--- config.mk ---
export PLATFORM = sky130hd
export DESIGN_NAME = i2c_txn_arbiter_flat
export DESIGN_NICKNAME = d
export VERILOG_FILES = /design/src/rtl/i2c_pkg.sv /design/src/rtl/i2c_txn_arbiter_if.sv /design/src/rtl/rr_pick.sv /design/src/rtl/i2c_txn_arbiter.sv /design/src/flat_wrapper.sv
export SDC_FILE = /design/constraint.sdc
export NUM_CORES = 1
export LEC_CHECK = 0
export CAP_MARGIN = 0
export CORE_UTILIZATION = 42
export DETAILED_ROUTE_END_ITERATION = 16
export HOLD_SLACK_MARGIN = 0.1
export MAX_ROUTING_LAYER = met4
export PLACE_DENSITY = 0.82
export SLEW_MARGIN = 20
export SYNTH_ARGS = -nofsm -noshare
export SYNTH_HDL_FRONTEND = slang
export SYNTH_SLANG_ARGS = --single-unit
--- constraint.sdc ---
create_clock -name clk -period 3.5 [get_ports clk]
set_input_delay 0.7 -clock clk [delete_from_list [all_inputs] [get_ports clk]]
set_output_delay 0.7 -clock clk [all_outputs]
set_load 0.01 [all_outputs]
--- src/rtl/i2c_pkg.sv ---
// Shared types for the I2C transaction arbiter: FSM states and the latched descriptor.
package i2c_pkg;

    localparam int unsigned I2C_DEV_W     = 7;
    localparam int unsigned I2C_REG_W     = 8;
    // Storage width for the length field; the arbiter's LEN_W may not exceed it.
    localparam int unsigned I2C_LEN_MAX_W = 8;

    typedef enum logic [2:0] {
        IDLE,
        ARB,
        LAUNCH,
        WAIT,
        DONE
    } arb_state_t;

    typedef struct packed {
        logic [I2C_DEV_W-1:0]     dev_addr;
        logic [I2C_REG_W-1:0]     reg_addr;
        logic                     rw;
        logic [I2C_LEN_MAX_W-1:0] len;
    } i2c_desc_t;

endpackage

--- src/rtl/i2c_txn_arbiter_if.sv ---
// Requester and engine signals of the I2C transaction arbiter.
// slave: the arbiter's view; master: the surrounding clients and engine.
interface i2c_txn_arbiter_if #(
    parameter int unsigned N_REQ = 4,
    parameter int unsigned LEN_W = 6
);
    import i2c_pkg::*;

    logic [N_REQ-1:0]           req;
    logic [N_REQ*I2C_DEV_W-1:0] req_dev_addr;
    logic [N_REQ*I2C_REG_W-1:0] req_reg_addr;
    logic [N_REQ-1:0]           req_rw;
    logic [N_REQ*LEN_W-1:0]     req_len;
    logic [N_REQ-1:0]           gnt;
    logic [N_REQ-1:0]           done;
    logic                       err;

    logic                       eng_start;
    logic [I2C_DEV_W-1:0]       eng_dev_addr;
    logic [I2C_REG_W-1:0]       eng_reg_addr;
    logic                       eng_rw;
    logic [LEN_W-1:0]           eng_len;
    logic                       eng_busy;
    logic                       eng_done;
    logic                       eng_nack;
    logic                       eng_abort;

    modport slave (
        input  req, req_dev_addr, req_reg_addr, req_rw, req_len,
        input  eng_busy, eng_done, eng_nack,
        output gnt, done, err,
        output eng_start, eng_dev_addr, eng_reg_addr, eng_rw, eng_len, eng_abort
    );

    modport master (
        output req, req_dev_addr, req_reg_addr, req_rw, req_len,
        output eng_busy, eng_done, eng_nack,
        input  gnt, done, err,
        input  eng_start, eng_dev_addr, eng_reg_addr, eng_rw, eng_len, eng_abort
    );

endinterface

--- src/rtl/rr_pick.sv ---
// Combinational rotate-priority picker: first set req bit at or after ptr, wrapping at N_REQ.
module rr_pick #(
    parameter int unsigned N_REQ = 4,
    parameter int unsigned PW    = 2
) (
    input  logic [N_REQ-1:0] req,
    input  logic [PW-1:0]    ptr,
    output logic [N_REQ-1:0] pick_c,
    output logic [PW-1:0]    idx_c,
    output logic             found_c
);

    logic [PW:0] cand;

    // Wrap by explicit compare so non-power-of-2 N_REQ rotates correctly.
    always_comb begin
        pick_c  = '0;
        idx_c   = '0;
        found_c = 1'b0;
        cand    = '0;
        for (int unsigned k = 0; k < N_REQ; k++) begin
            cand = (PW+1)'(ptr) + (PW+1)'(k);
            if (cand >= (PW+1)'(N_REQ)) begin
                cand = cand - (PW+1)'(N_REQ);
            end
            if (!found_c && req[cand[PW-1:0]]) begin
                found_c = 1'b1;
                idx_c   = cand[PW-1:0];
            end
        end
        if (found_c) begin
            pick_c[idx_c] = 1'b1;
        end
    end

endmodule

--- src/rtl/i2c_txn_arbiter.sv ---
// Round-robin sequencer sharing one I2C transaction engine between N_REQ requesters.
// Optional watchdog/abort enabled by defining I2C_ARB_TIMEOUT_EN.
module i2c_txn_arbiter
    import i2c_pkg::*;
#(
    parameter int unsigned N_REQ       = 4,
    parameter int unsigned LEN_W       = 6,
    parameter int unsigned TIMEOUT_CYC = 4096
) (
    input logic              clk,
    input logic              rst,
    i2c_txn_arbiter_if.slave bus
);

    localparam int unsigned PW = (N_REQ > 1) ? $clog2(N_REQ) : 1;

    if (N_REQ < 2 || N_REQ > 8 || LEN_W > I2C_LEN_MAX_W ||
        TIMEOUT_CYC < 2 || TIMEOUT_CYC > 65535) begin : g_cfg_check
        $error("i2c_txn_arbiter: unsupported parameter combination");
    end

    arb_state_t       state_q, state_d;
    logic [N_REQ-1:0] gnt_q, gnt_d;
    logic [N_REQ-1:0] done_q, done_d;
    logic             err_q, err_d;
    logic             start_q, start_d;
    i2c_desc_t        desc_q, desc_d;
    logic [PW-1:0]    ptr_q, ptr_d;
    logic [PW-1:0]    win_q, win_d;
`ifdef I2C_ARB_TIMEOUT_EN
    logic [15:0]      cnt_q, cnt_d;
    logic             abort_q, abort_d;
`endif

    logic [N_REQ-1:0] pick_c;
    logic [PW-1:0]    pick_idx_c;
    logic             found_c;
    logic [LEN_W-1:0] len_c;
    i2c_desc_t        win_desc_c;
    logic             len_unused_c;

    rr_pick #(.N_REQ(N_REQ), .PW(PW)) u_rr_pick (
        .req     (bus.req),
        .ptr     (ptr_q),
        .pick_c  (pick_c),
        .idx_c   (pick_idx_c),
        .found_c (found_c)
    );

    // Winner's descriptor; a zero length is launched as a single byte.
    always_comb begin
        len_c               = bus.req_len[LEN_W*pick_idx_c +: LEN_W];
        win_desc_c.dev_addr = bus.req_dev_addr[I2C_DEV_W*pick_idx_c +: I2C_DEV_W];
        win_desc_c.reg_addr = bus.req_reg_addr[I2C_REG_W*pick_idx_c +: I2C_REG_W];
        win_desc_c.rw       = bus.req_rw[pick_idx_c];
        win_desc_c.len      = (len_c == '0) ? I2C_LEN_MAX_W'(1) : I2C_LEN_MAX_W'(len_c);
    end

    always_ff @(posedge clk or posedge rst) begin
        if (rst) begin
            state_q <= IDLE;
            gnt_q   <= '0;
            done_q  <= '0;
            err_q   <= 1'b0;
            start_q <= 1'b0;
            desc_q  <= '0;
            ptr_q   <= '0;
            win_q   <= '0;
`ifdef I2C_ARB_TIMEOUT_EN
            cnt_q   <= '0;
            abort_q <= 1'b0;
`endif
        end else begin
            state_q <= state_d;
            gnt_q   <= gnt_d;
            done_q  <= done_d;
            err_q   <= err_d;
            start_q <= start_d;
            desc_q  <= desc_d;
            ptr_q   <= ptr_d;
            win_q   <= win_d;
`ifdef I2C_ARB_TIMEOUT_EN
            cnt_q   <= cnt_d;
            abort_q <= abort_d;
`endif
        end
    end

    always_comb begin
        state_d = state_q;
        gnt_d   = gnt_q;
        done_d  = '0;
        err_d   = 1'b0;
        start_d = 1'b0;
        desc_d  = desc_q;
        ptr_d   = ptr_q;
        win_d   = win_q;
`ifdef I2C_ARB_TIMEOUT_EN
        cnt_d   = cnt_q;
        abort_d = 1'b0;
`endif
        case (state_q)
            IDLE: begin
                if (|bus.req && !bus.eng_busy) begin
                    state_d = ARB;
                end
            end
            ARB: begin
                // A request withdrawn before arbitration simply returns to idle.
                if (found_c) begin
                    gnt_d   = pick_c;
                    win_d   = pick_idx_c;
                    desc_d  = win_desc_c;
                    start_d = 1'b1;
                    state_d = LAUNCH;
                end else begin
                    state_d = IDLE;
                end
            end
            LAUNCH: begin
                state_d = WAIT;
`ifdef I2C_ARB_TIMEOUT_EN
                // Counter holds the number of cycles elapsed since eng_start.
                cnt_d   = 16'd1;
`endif
            end
            WAIT: begin
                if (bus.eng_done) begin
                    done_d  = gnt_q;
                    err_d   = bus.eng_nack;
                    state_d = DONE;
                end
`ifdef I2C_ARB_TIMEOUT_EN
                else if (cnt_q == 16'(TIMEOUT_CYC - 1)) begin
                    done_d  = gnt_q;
                    err_d   = 1'b1;
                    abort_d = 1'b1;
                    state_d = DONE;
                end else begin
                    cnt_d = cnt_q + 16'd1;
                end
`endif
            end
            DONE: begin
                gnt_d   = '0;
                ptr_d   = (win_q == PW'(N_REQ - 1)) ? '0 : win_q + PW'(1);
                state_d = IDLE;
            end
            default: state_d = IDLE;
        endcase
    end

    assign len_unused_c     = ^desc_q.len;
    assign bus.gnt          = gnt_q;
    assign bus.done         = done_q;
    assign bus.err          = err_q;
    assign bus.eng_start    = start_q;
    assign bus.eng_dev_addr = desc_q.dev_addr;
    assign bus.eng_reg_addr = desc_q.reg_addr;
    assign bus.eng_rw       = desc_q.rw;
    assign bus.eng_len      = desc_q.len[LEN_W-1:0];
`ifdef I2C_ARB_TIMEOUT_EN
    assign bus.eng_abort    = abort_q;
`else
    assign bus.eng_abort    = 1'b0;
`endif

endmodule

--- src/flat_wrapper.sv ---
// flat-port wrapper written by rule: the top's interface ports become plain ports
module i2c_txn_arbiter_flat import i2c_pkg::*;
#(
    parameter int unsigned N_REQ       = 4,
    parameter int unsigned LEN_W       = 6,
    parameter int unsigned TIMEOUT_CYC = 4096
)
  (clk, rst, bus_req, bus_req_dev_addr, bus_req_reg_addr, bus_req_rw, bus_req_len, bus_eng_busy, bus_eng_done, bus_eng_nack, bus_gnt, bus_done, bus_err, bus_eng_start, bus_eng_dev_addr, bus_eng_reg_addr, bus_eng_rw, bus_eng_len, bus_eng_abort);
  i2c_txn_arbiter_if #(.N_REQ(N_REQ), .LEN_W(LEN_W)) bus_i ();
  input logic clk;
  input logic rst;
  input wire logic [$bits(bus_i.req)-1:0] bus_req;
  input wire logic [$bits(bus_i.req_dev_addr)-1:0] bus_req_dev_addr;
  input wire logic [$bits(bus_i.req_reg_addr)-1:0] bus_req_reg_addr;
  input wire logic [$bits(bus_i.req_rw)-1:0] bus_req_rw;
  input wire logic [$bits(bus_i.req_len)-1:0] bus_req_len;
  input wire logic [$bits(bus_i.eng_busy)-1:0] bus_eng_busy;
  input wire logic [$bits(bus_i.eng_done)-1:0] bus_eng_done;
  input wire logic [$bits(bus_i.eng_nack)-1:0] bus_eng_nack;
  output wire logic [$bits(bus_i.gnt)-1:0] bus_gnt;
  output wire logic [$bits(bus_i.done)-1:0] bus_done;
  output wire logic [$bits(bus_i.err)-1:0] bus_err;
  output wire logic [$bits(bus_i.eng_start)-1:0] bus_eng_start;
  output wire logic [$bits(bus_i.eng_dev_addr)-1:0] bus_eng_dev_addr;
  output wire logic [$bits(bus_i.eng_reg_addr)-1:0] bus_eng_reg_addr;
  output wire logic [$bits(bus_i.eng_rw)-1:0] bus_eng_rw;
  output wire logic [$bits(bus_i.eng_len)-1:0] bus_eng_len;
  output wire logic [$bits(bus_i.eng_abort)-1:0] bus_eng_abort;
  assign bus_i.req = bus_req;
  assign bus_i.req_dev_addr = bus_req_dev_addr;
  assign bus_i.req_reg_addr = bus_req_reg_addr;
  assign bus_i.req_rw = bus_req_rw;
  assign bus_i.req_len = bus_req_len;
  assign bus_i.eng_busy = bus_eng_busy;
  assign bus_i.eng_done = bus_eng_done;
  assign bus_i.eng_nack = bus_eng_nack;
  assign bus_gnt = bus_i.gnt;
  assign bus_done = bus_i.done;
  assign bus_err = bus_i.err;
  assign bus_eng_start = bus_i.eng_start;
  assign bus_eng_dev_addr = bus_i.eng_dev_addr;
  assign bus_eng_reg_addr = bus_i.eng_reg_addr;
  assign bus_eng_rw = bus_i.eng_rw;
  assign bus_eng_len = bus_i.eng_len;
  assign bus_eng_abort = bus_i.eng_abort;
  i2c_txn_arbiter #(.N_REQ(N_REQ), .LEN_W(LEN_W), .TIMEOUT_CYC(TIMEOUT_CYC)) u_core (.clk(clk), .rst(rst), .bus(bus_i));
endmodule
==> impl_results.md, run 1 <==
* Top-area cell type share of the netlist area at 0.411
* Post-Syn Area at about 2400 sq um
* CP Launch Type: primary input
* CP arrival at 3050 ps
* 1st-iter DRT viols at 262
* P_leak at 1.67 nW
* Critical path depth at 7
* GR peak layer: met2
* Crit path largest cell delay at 760 ps
* R2R Path Start: u_core.ptr_q[1]$_DFFE_PP0P_
* Top delay family on crit path: compound AO/OA/AOI/OAI gates
* Syn Inst Count at 300
* Non-Filler Instances at just under 500
* Crit-path slowest cell: o32a_1
* Row Count at 27
* Period Utilization, post-route at 0.819
* Crit Path Max Fanout at 22
* Starting density of the core at 0.434
* Worst path buffer plus inverter count at 1
* Critical path, cell by cell: clkdlybuf4s50_1, nand2b_2, a21oi_1, o32a_1, and3_1, o22ai_1, o31ai_1
* DR pass1 iterations at 4
* Inserted Clock Buffers at 5
* RR Endpoint: u_core.bus.eng_len[0]$_DFFE_PP0N_
* WL/cell at about 15 um
* Slew HR at 0.437
* Post-synthesis register bit count at 39
* Count leader, synth: nand2_1
* Nets at about 520
* Final Slew Violations at 0
* Num ports at 130
* Fmax at 0.349 GHz
* Hold path start: u_core.bus.eng_len[1]$_DFFE_PP0N_
* Min cycle time layout at approximately 2900 ps
* CTS tree: yes
* Grt total ovfl at 0
* Critical Path End Type: flop
* Vias in the first global route at between 2,000 and 3,000
* Clock tree root buffer cell: clkbuf_8
* R2R depth at 6
* Pwr per Cell Area at 716 nW/um^2
* Avg Inst Size Synth at approximately 7.9 sq um
* Hold endpoint: u_core.bus.eng_len[1]$_DFFE_PP0N_
* RSZ-0062 raised after global routing: false
* Status: finished clean
* Vias per cell at ~5.3
* Final setup viols at 0
* Clock tree buffer depth at 2
* Total number of yosys warnings at 0
* Fraction of registers with async set/reset at 1.00
* Initial antenna violation count at 0
* Fin Setup TNS at 0 ps
* Worst EP required at 3680 ps
* Internal reg-to-reg setup slack at ~1100 ps
* Detailed Place HPWL at about 5.3 mm
* Max_cap viols at 0
* Port bufs at 128
* Clock latency on the worst-skew pair at 280 ps
* Post-synth EDFFs at 0
* Grt met1 use at 0.298
* Largest net degree at the start of global routing at 36
* Diode count at 0
* Main synth FF type: dfrtp_1
* Largest area contributor in the netlist: dfrtp_1
* Gr usage total at 0.257
* Synthesized Nets at 398
* Final ANT Viol Nets at 0
* Least-Margin Pin Slew at between 800 and 900 ps
* GR Layer Usage met3 at 0.0464
* Final hold vios at 0
* Cell depth of the worst hold path at 2
* Routability cong. at between 0.9 and 1
* Register area share after synthesis at 0.411
* First-pass GRT wire length at around 12 mm
* Die area at 5960 sq um
* Post_cts resized at 0
* Post-CTS Hold Fix Bufs at 0
* TritonCTS Sinks at 39
* Synth cell types at 37
* Die height at 77.2 um
* Core area at 5470 sq um
* Post-synth top cells: nand2_1, nand3_1, dfrtp_1, and2_1
* Routed vias at around 2,600
* Clock slew at reported path FFs at around 70 ps
* # H-tree levels at 2
* Dpl cells at ~490
* Worst vdd ir at between 400 and 500 uV
* Setup Fix Bufs, Post-CTS at 0
* Area contributors post-synth: dfrtp_1, nand2_1, nand3_1, and2_1, a31o_2
* Die width at 77.2 um
* Hold Path Class: flop to flop
* Share of post-route cells with drive strength above 1 at 0.0689
* Final routed DRC violation total at 0
* Post-Route Skew at ~3.3 ps
* Layout area overhead at 62.0%
* Met2 Use GR at 0.453
* Final wirelength at 7.19 mm
* Crit Path Category: primary input to flop
## final cells by class
type / count / area (sq um)
well taps: 72 / 90.1
flip-flops and latches: 39 / 976
inverters: 3 / 11.3
clock buffers: 6 / 72.6
repair buffers: 135 / 1350
fillers: 469 / 1630
multi-input cells: 236 / 1290
clock inverters: 2 / 60.1
## cells by family after synthesis
| group | synth area share |
|---|---|
| adder cells (fa/ha/maj) | 0.00527 |
| AO/OA/AOI/OAI | 0.156 |
| flip-flops | 0.411 |
| buffers and inverters | 0.0496 |
| other | 0.00158 |
| AND/OR/NAND/NOR | 0.376 |
## state kept, by name, indices dropped and copies added, names as in the netlist
name	count
u_core.win_q	2
u_core.bus.err	1
u_core.bus.done	4
u_core.bus.eng_dev_addr	7
u_core.bus.eng_reg_addr	8
u_core.bus.gnt	4
u_core.ptr_q	2
u_core.bus.eng_start	1
u_core.state_q	3
u_core.bus.eng_rw	1
u_core.bus.eng_len	6
## tightest hold or removal path, delay by kind of cell, from the launching register on
kind | cells | cell delay (ps)
AO/OA/AOI/OAI | 1 | 50
flip-flops | 1 | 350
AND/OR/NAND/NOR | 1 | 50
## metal layers
metal  wire, um  part of all wire  up-vias
met5          0                 0        -
met4        129             0.018        0
met3        328             0.046       12
met2       3730              0.52       95
met1       3010              0.42     1241
li1           -                 -     1276
## worst max-delay path by stage
stage / start / end / slack, ps
floorplan: bus_req[1] / u_core.bus.eng_len[0]$_DFFE_PP0N_ / 1420
global placement: bus_req[0] / u_core.bus.eng_len[0]$_DFFE_PP0N_ / 480
detailed placement: bus_req[1] / u_core.bus.eng_len[0]$_DFFE_PP0N_ / 330
CTS: bus_req[1] / u_core.bus.eng_len[0]$_DFFE_PP0N_ / 630
global route: bus_req[1] / u_core.bus.eng_len[0]$_DFFE_PP0N_ / 500
finish: bus_req[1] / u_core.bus.eng_len[0]$_DFFE_PP0N_ / 630
## cell usage in the layout (no fill, tap or decap), drive strengths merged, types with 4 or more instances in the layout
cell / count
a31o: 16
clkbuf: 6
and2: 23
clkdlybuf4s50: 128
nand2: 85
nand2b: 4
nor2: 6
nand3: 45
dfrtp: 39
and3: 10
buf: 7
o31ai: 8
a211oi: 6
a21oi: 6
o21ai: 8
## where the power goes
| part | internal, mW | switching (mW) |
|---|---|---|
| sequential | 0.642 | 0.122 |
| combinational | 0.775 | 0.774 |
| clock | 0.285 | 0.156 |
## metrics by stage
step / setup WS (ps) / power (mW) / cell area (sq um) / util / hold slack [ps]
floorplan: 1420 / 1.68 / 2370 / - / 453
global placement: 477 / 2.28 / 3710 / 0.679 / 465
detailed placement: 328 / 2.32 / 3710 / 0.679 / 470
CTS: 634 / 2.77 / 3850 / 0.703 / 486
global route: 495 / 2.96 / 3850 / 0.703 / 517
finish: 635 / 2.75 / 3850 / 0.703 / 484
(Power assumes the default switching activity.)
==> run 2, diff against run 1 <==
- CORE_UTILIZATION: 42 -> 35
- PLACE_DENSITY: 0.82 -> 0.72
- clock period: 3.5 -> 2.4 ns (I/O delays scaled with it)
==> run 2 against run 1 <==
The run now ends with design-rule violations left. Register-to-register slack worse by 740 ps. Core utilization shrank 8.1 points. Wire length grew 1.7%.
==> impl_results.md, run 2 (synthesis results as in run 1) <==
* DR top layer: met4 (unchanged)
* Max reg flops at 8 (unchanged)
* Final hold vios at 0 (unchanged)
* Pwr per Cell Area at 990 nW/um^2 (was 716 nW/um^2)
* Grt total ovfl at 0 (unchanged)
* Layout area overhead at 69.3% (was 62.0%)
* Inserted Clock Buffers at 5 (unchanged)
* Row Count at 29 (was 27)
* Final setup viols at 0 (unchanged)
* Met2 WL at 3.64 mm (was 3.73 mm)
* Die area at 7110 sq um (was 5960 sq um)
* Clock slew at reported path FFs at 70 ps (about the same)
* Post-route setup slack at 101 ps (was 635 ps)
* Clock latency on the worst-skew pair at 290 ps (was 280 ps)
* Clock tree buffer depth at 2 (unchanged)
* Status: finished with violations (was finished clean)
* Routed met3 length at 381 um (was 328 um)
* Diode count at 0 (unchanged)
* Largest net degree at the start of global routing at 36 (unchanged)
* 1st-iter DRT viols at 120 (was 262)
* R2R depth at 7 (was 6)
* Most common cell after layout, fill and taps aside: clkdlybuf4s50_1 (unchanged)
* Routability cong. at 0.800 (was 0.919)
* DR pass1 iterations at 11 (was 4)
* Post-Route Skew at 8.02 ps (was 3.29 ps)
* First-pass GRT wire length at 12.0 mm (was 11.9 mm)
* Hold endpoint: u_core.win_q[1]$_DFFE_PP0N_ (was u_core.bus.eng_len[1]$_DFFE_PP0N_)
* Fill cells at 596 (was 469)
* P_leak at 1.78 nW (was 1.67 nW)
* Starting density of the core at 0.367 (was 0.434)
* Slew HR at 0.522 (was 0.437)
* Vias per cell at 5.09 (was 5.32)
* Period Utilization, post-route at 0.958
* Share of post-route cells with drive strength above 1 at 0.124 (was 0.0689)
* Final wirelength at 7.32 mm (was 7.19 mm)
* Internal reg-to-reg setup slack at 390 ps (was 1130 ps)
* Worst EP required at 2600 ps (was 3680 ps)
* Vias in the first global route at 2,602 (was 2,563)
* CTS tree: yes (unchanged)
* CP Launch Type: primary input (unchanged)
* Initial antenna violation count at 0 (unchanged)
* Crit-path slowest cell: clkdlybuf4s50_1 (was o32a_1)
* Num ports at 130 (unchanged)
* Cell depth of the worst hold path at 2 (unchanged)
* Critical Path End Type: flop (unchanged)
* Worst vdd ir at 516 uV (was 455 uV)
* Failing checks: design-rule violations
* Gr usage total at 0.219 (was 0.257)
* Hold path start: u_core.win_q[1]$_DFFE_PP0N_ (was u_core.bus.eng_len[1]$_DFFE_PP0N_)
* Die width at 84.4 um (was 77.2 um)
* Post-CTS Hold Fix Bufs at 0 (unchanged)
* Core area at 6460 sq um (was 5470 sq um)
* Final ANT Viol Nets at 0 (unchanged)
* CP arrival at 2490 ps (was 3050 ps)
* Max_cap viols at 0 (unchanged)
* DP Area at 3920 sq um (was 3710 sq um)
* Die height at 84.4 um (was 77.2 um)
* Crit path largest cell delay at 450 ps (was 760 ps)
* Critical path, cell by cell: clkdlybuf4s50_1, or2_4, buf_4, nand4b_1, nand2_1, a211oi_1, o22ai_1, o31ai_1 (was clkdlybuf4s50_1, nand2b_2, a21oi_1, o32a_1, and3_1, o22ai_1, o31ai_1)
* Setup Slack @ Placement at -265 ps (was 328 ps)
* Crit Path Max Fanout at 8 (was 22)
* Hold_ws at 490 ps (was 484 ps)
* Port bufs at 128 (unchanged)
* Detailed Place HPWL at 5.62 mm (was 5.28 mm)
* Fmax at 0.435 GHz
* RR Endpoint: u_core.bus.eng_len[0]$_DFFE_PP0N_ (unchanged)
* TritonCTS Sinks at 39 (unchanged)
* Total power at 3.98 mW (was 2.75 mW)
* # H-tree levels at 2 (unchanged)
* Fin area at 4020 sq um (was 3850 sq um)
* Crit Path Category: primary input to flop (unchanged)
* Most frequent cells in the layout: clkdlybuf4s50_1, nand2_1, nand3_1 (unchanged)
* Top delay family on crit path: compound AO/OA/AOI/OAI gates (unchanged)
* Nets at 541 (was 518)
* Hold Path Class: flop to flop (unchanged)
* Setup Fix Bufs, Post-CTS at 0 (unchanged)
* Final routed DRC violation total at 3 (was 0)
* Worst path buffer plus inverter count at 2 (was 1)
* Clock tree root buffer cell: clkbuf_8 (unchanged)
* Routed vias at 2,652 (was 2,624)
* Core Util, Final at 0.622 (was 0.703)
* Min cycle time layout at between 2000 and 2500 ps
* R2R Path Start: u_core.ptr_q[1]$_DFFE_PP0P_ (unchanged)
* Final Slew Violations at 0 (unchanged)
* RSZ-0062 raised after global routing: false (unchanged)
* WL/cell at 14.0 um (was 14.6 um)
* Met1 WL at 3.13 mm (was 3.01 mm)
* Least-Margin Pin Slew at 713 ps (was 844 ps)
## run 2: area by class of cell
cell class	count	area, sq um	area share
clock buffers	6	72.6	0.0181
inverters	3	11.3	0.00280
multi-input cells	236	1310	0.325
repair buffers	158	1540	0.384
clock inverters	2	12.5	0.00311
flip-flops and latches	39	976	0.243
well taps	77	96.3	0.0240
## run 2: worst max-delay path by stage
stage | start | to | cells after the start
after floorplan | bus_req[1] | u_core.bus.eng_len[0]$_DFFE_PP0N_ | 8
after global placement | bus_req[3] | u_core.bus.eng_dev_addr[6]$_DFFE_PP0N_ | 8
after detailed placement | bus_req[1] | u_core.bus.eng_len[0]$_DFFE_PP0N_ | 9
after CTS | bus_req[1] | u_core.bus.eng_len[0]$_DFFE_PP0N_ | 9
after global routing | bus_req[1] | u_core.bus.eng_len[0]$_DFFE_PP0N_ | 10
final | bus_req[3] | u_core.bus.eng_len[0]$_DFFE_PP0N_ | 8
## run 2: per-layer routing
layer | vias up | GRT usage
met5 | - | -
met4 | 0 | 0.0709
met3 | 16 | 0.0374
met2 | 99 | 0.381
met1 | 1212 | 0.258
li1 | 1325 | -
## run 2: power by group
part	leakage, nW	switching [mW]	internal (mW)
Combinational	1.24	1.16	1.27
Clock	0.0412	0.235	0.203
Sequential	0.495	0.174	0.936
Total	1.78	1.57	2.41
## run 2: timing repair
action | 4_1_cts | 5_1_grt
resized for setup | 0 | 3
setup endpoints to repair | 0 | 1
hold endpoints to repair | 0 | 0
## run 2: tightest hold or removal path, cell delays in order, from the launching register on
cell and delay, ps:
dfrtp_1 350, nand2_1 50, o21ai_0 60
## run 2: stage by stage
step,instances,setup TNS [ps]
floorplan,300,0
global placement,513,-6770
detailed placement,513,-2930
CTS,521,0
global route,521,0
finish,521,0
==> run 3, diff against run 2 <==
- MAX_ROUTING_LAYER: met4 -> not set
- clock period: 2.4 -> 2.1 ns (I/O delays scaled with it)
==> run 3 against run 2 <==
The run still ends with design-rule violations left. Sequential power rose by 14%. Flip-flop and latch count did not move. Clock skew fell by 3.2 ps. Total power rose by 24%. Wire length rose by 3.5%. First-iteration DRC count fell by 1.7%. Register-to-register slack got worse by 260 ps. Die area did not move. Clock power rose by 71%. Sequential share of layout area fell by 0.68 points. Setup slack got worse by 55 ps. Count of clock-buffer cells in the layout did not move.
==> impl_results.md, run 3 (synthesis results as in run 1) <==
* Status: finished with violations (unchanged)
* Failing checks: design-rule violations (unchanged)
* DP Area at 3950 sq um (was 3920 sq um)
* Routed vias at 2,687 (was 2,652)
* Worst vdd ir at 625 uV (was 516 uV)
* Nets at 543 (was 541)
* Detailed Place HPWL at 5.67 mm (was 5.62 mm)
* First-pass GRT wire length at 12.4 mm (was 12.0 mm)
* Largest net degree at the start of global routing at 36 (unchanged)
* TritonCTS Sinks at 39 (unchanged)
* Routability cong. at 0.845 (was 0.800)
* Inserted Clock Buffers at 5 (unchanged)
* WL/cell at 14.5 um (was 14.0 um)
* Area occupied by registers at 976 sq um (unchanged)
* Switch Pwr at 1.85 mW (was 1.57 mW)
* Die area at 7110 sq um (unchanged)
* Worst EP required at 2310 ps (was 2600 ps)
* Core area at 6460 sq um (unchanged)
* Grt total ovfl at 0 (unchanged)
* Die width at 84.4 um (unchanged)
* Crit Path Category: primary input to flop (unchanged)
* Clock tree root buffer cell: clkbuf_8 (unchanged)
* Num ports at 130 (unchanged)
* # H-tree levels at 2 (unchanged)
* Period Utilization, post-route at 0.978
* DR pass1 iterations at 10 (was 11)
* Fmax at around 0.5 GHz
* Final Slew Violations at 0 (unchanged)
* Share of post-route cells with drive strength above 1 at 0.141 (was 0.124)
* P_leak at 1.83 nW (was 1.78 nW)
* Internal power at 3.08 mW (was 2.41 mW)
* Die height at 84.4 um (unchanged)
* Min cycle time layout at approximately 2000 ps
* CP Launch Type: primary input (unchanged)
* Most common cell after layout, fill and taps aside: clkdlybuf4s50_1 (unchanged)
* Pwr per Cell Area at 1190 nW/um^2 (was 990 nW/um^2)
* Clock latency on the worst-skew pair at 300 ps (was 290 ps)
* Clock tree buffer depth at 2 (unchanged)
* Starting density of the core at 0.367 (unchanged)
* Port bufs at 128 (unchanged)
* Fin area at 4130 sq um (was 4020 sq um)
* Fill cells at 555 (was 596)
* Final hold vios at 0 (unchanged)
* Vias in the first global route at 2,693 (was 2,602)
* Row Count at 29 (unchanged)
* Final wirelength at 7.57 mm (was 7.32 mm)
* Post-route setup slack at 45.8 ps (was 101 ps)
* Hold Path Class: primary input to asynchronous set/reset pin (was flop to flop)
* CP arrival at 2260 ps (was 2490 ps)
* Slew HR at 0.525 (was 0.522)
* Clock Power Share at 0.152 (was 0.110)
* CTS tree: yes (unchanged)
* Vias per cell at 5.14 (was 5.09)
* Least-Margin Pin Slew at 708 ps (was 713 ps)
* Post-CTS Hold Fix Bufs at 0 (unchanged)
* Initial antenna violation count at 0 (unchanged)
* Critical Path End Type: flop (unchanged)
* Max reg flops at 8 (unchanged)
* Clock slew at reported path FFs at 80 ps (was 70 ps)
* Most frequent cells in the layout: clkdlybuf4s50_1, nand2_1, nand3_1 (unchanged)
* Comb pwr share at 0.590 (was 0.611)
* Gr usage total at 0.220 (was 0.219)
* Switching share of power at 0.375 (was 0.395)
* Flop pwr share at 0.258 (was 0.279)
* Final setup viols at 0 (unchanged)
* 1st-iter DRT viols at 118 (was 120)
* Crit Path Max Fanout at 9 (was 8)
* Final ANT Viol Nets at 0 (unchanged)
* Layout area overhead at 74.2% (was 69.3%)
* Core Util, Final at 0.640 (was 0.622)
* Diode count at 0 (unchanged)
* Max_cap viols at 0 (unchanged)
* Final routed DRC violation total at 3 (unchanged)
* Multi-input logic area at 1340 sq um (was 1310 sq um)
* Setup Slack @ Placement at -387 ps (was -265 ps)
* Post-Route Skew at 4.80 ps (was 8.02 ps)
* Total power at 4.93 mW (was 3.98 mW)
* RSZ-0062 raised after global routing: true (was false)
## run 3: final timing paths
path	cells past startpoint	to	start	slack (ps)
max	7	u_core.bus.eng_len[0]$_DFFE_PP0N_	bus_req[1]	50
min in group clk	2	u_core.bus.eng_len[4]$_DFFE_PP0N_	u_core.bus.eng_len[4]$_DFFE_PP0N_	490
min	2	u_core.bus.eng_dev_addr[2]$_DFFE_PP0N_	rst	450
max in group asynchronous	3	u_core.win_q[1]$_DFFE_PP0N_	rst	1060
max reg2reg	5	u_core.bus.eng_len[0]$_DFFE_PP0N_	u_core.ptr_q[1]$_DFFE_PP0P_	130
min reg2reg	2	u_core.bus.eng_len[4]$_DFFE_PP0N_	u_core.bus.eng_len[4]$_DFFE_PP0N_	490
## run 3: power groups by stage
stage	clock network [mW]	registers, mW	logic [mW]
detailed placement	0	1.28	2.84
global route	0.797	1.32	3.18
finish	0.749	1.27	2.91
floorplan	0	1.35	1.46
CTS	0.763	1.27	2.89
global placement	0	1.28	2.79
## run 3: through the flow
stage	cells	hold slack (ps)	TNS (ps)
2_1_floorplan	300	453	0
3_3_place_gp	515	471	-4370
3_5_place_dp	515	476	-5760
4_1_cts	523	465	-14.9
5_1_grt	523	502	-77.6
6_report	523	449	0
## run 3: layout make-up
class	count	share of cell area
Inverter	3	0.00272
Tap cell	77	0.0233
Multi-Input combinational cell	236	0.324
Timing Repair Buffer	160	0.382
Clock inverter	2	0.0145
Clock buffer	6	0.0176
Sequential cell	39	0.236
## run 3: routing by layer
layer  track usage  wire [um]  up-vias  part of all wire
met4        0.0924        197        0             0.026
li1              -          -     1330                 -
met2         0.391       3840      100              0.51
met5             0          0        -                 0
met1         0.255       3060     1243              0.40
met3        0.0492        476       14             0.063
## run 3: critical path, stage by stage
cell	delay, ps
clkdlybuf4s50_1	500
nand2b_2	160
a21oi_1	60
o32a_2	490
a211oi_2	280
o22ai_1	150
o31ai_1	200
## run 3: timing repair
action	4_1_cts	5_1_grt
pin swaps	0	3
resized for setup	5	7
setup endpoints to repair	1	22
cloned	0	0
setup buffers	0	0
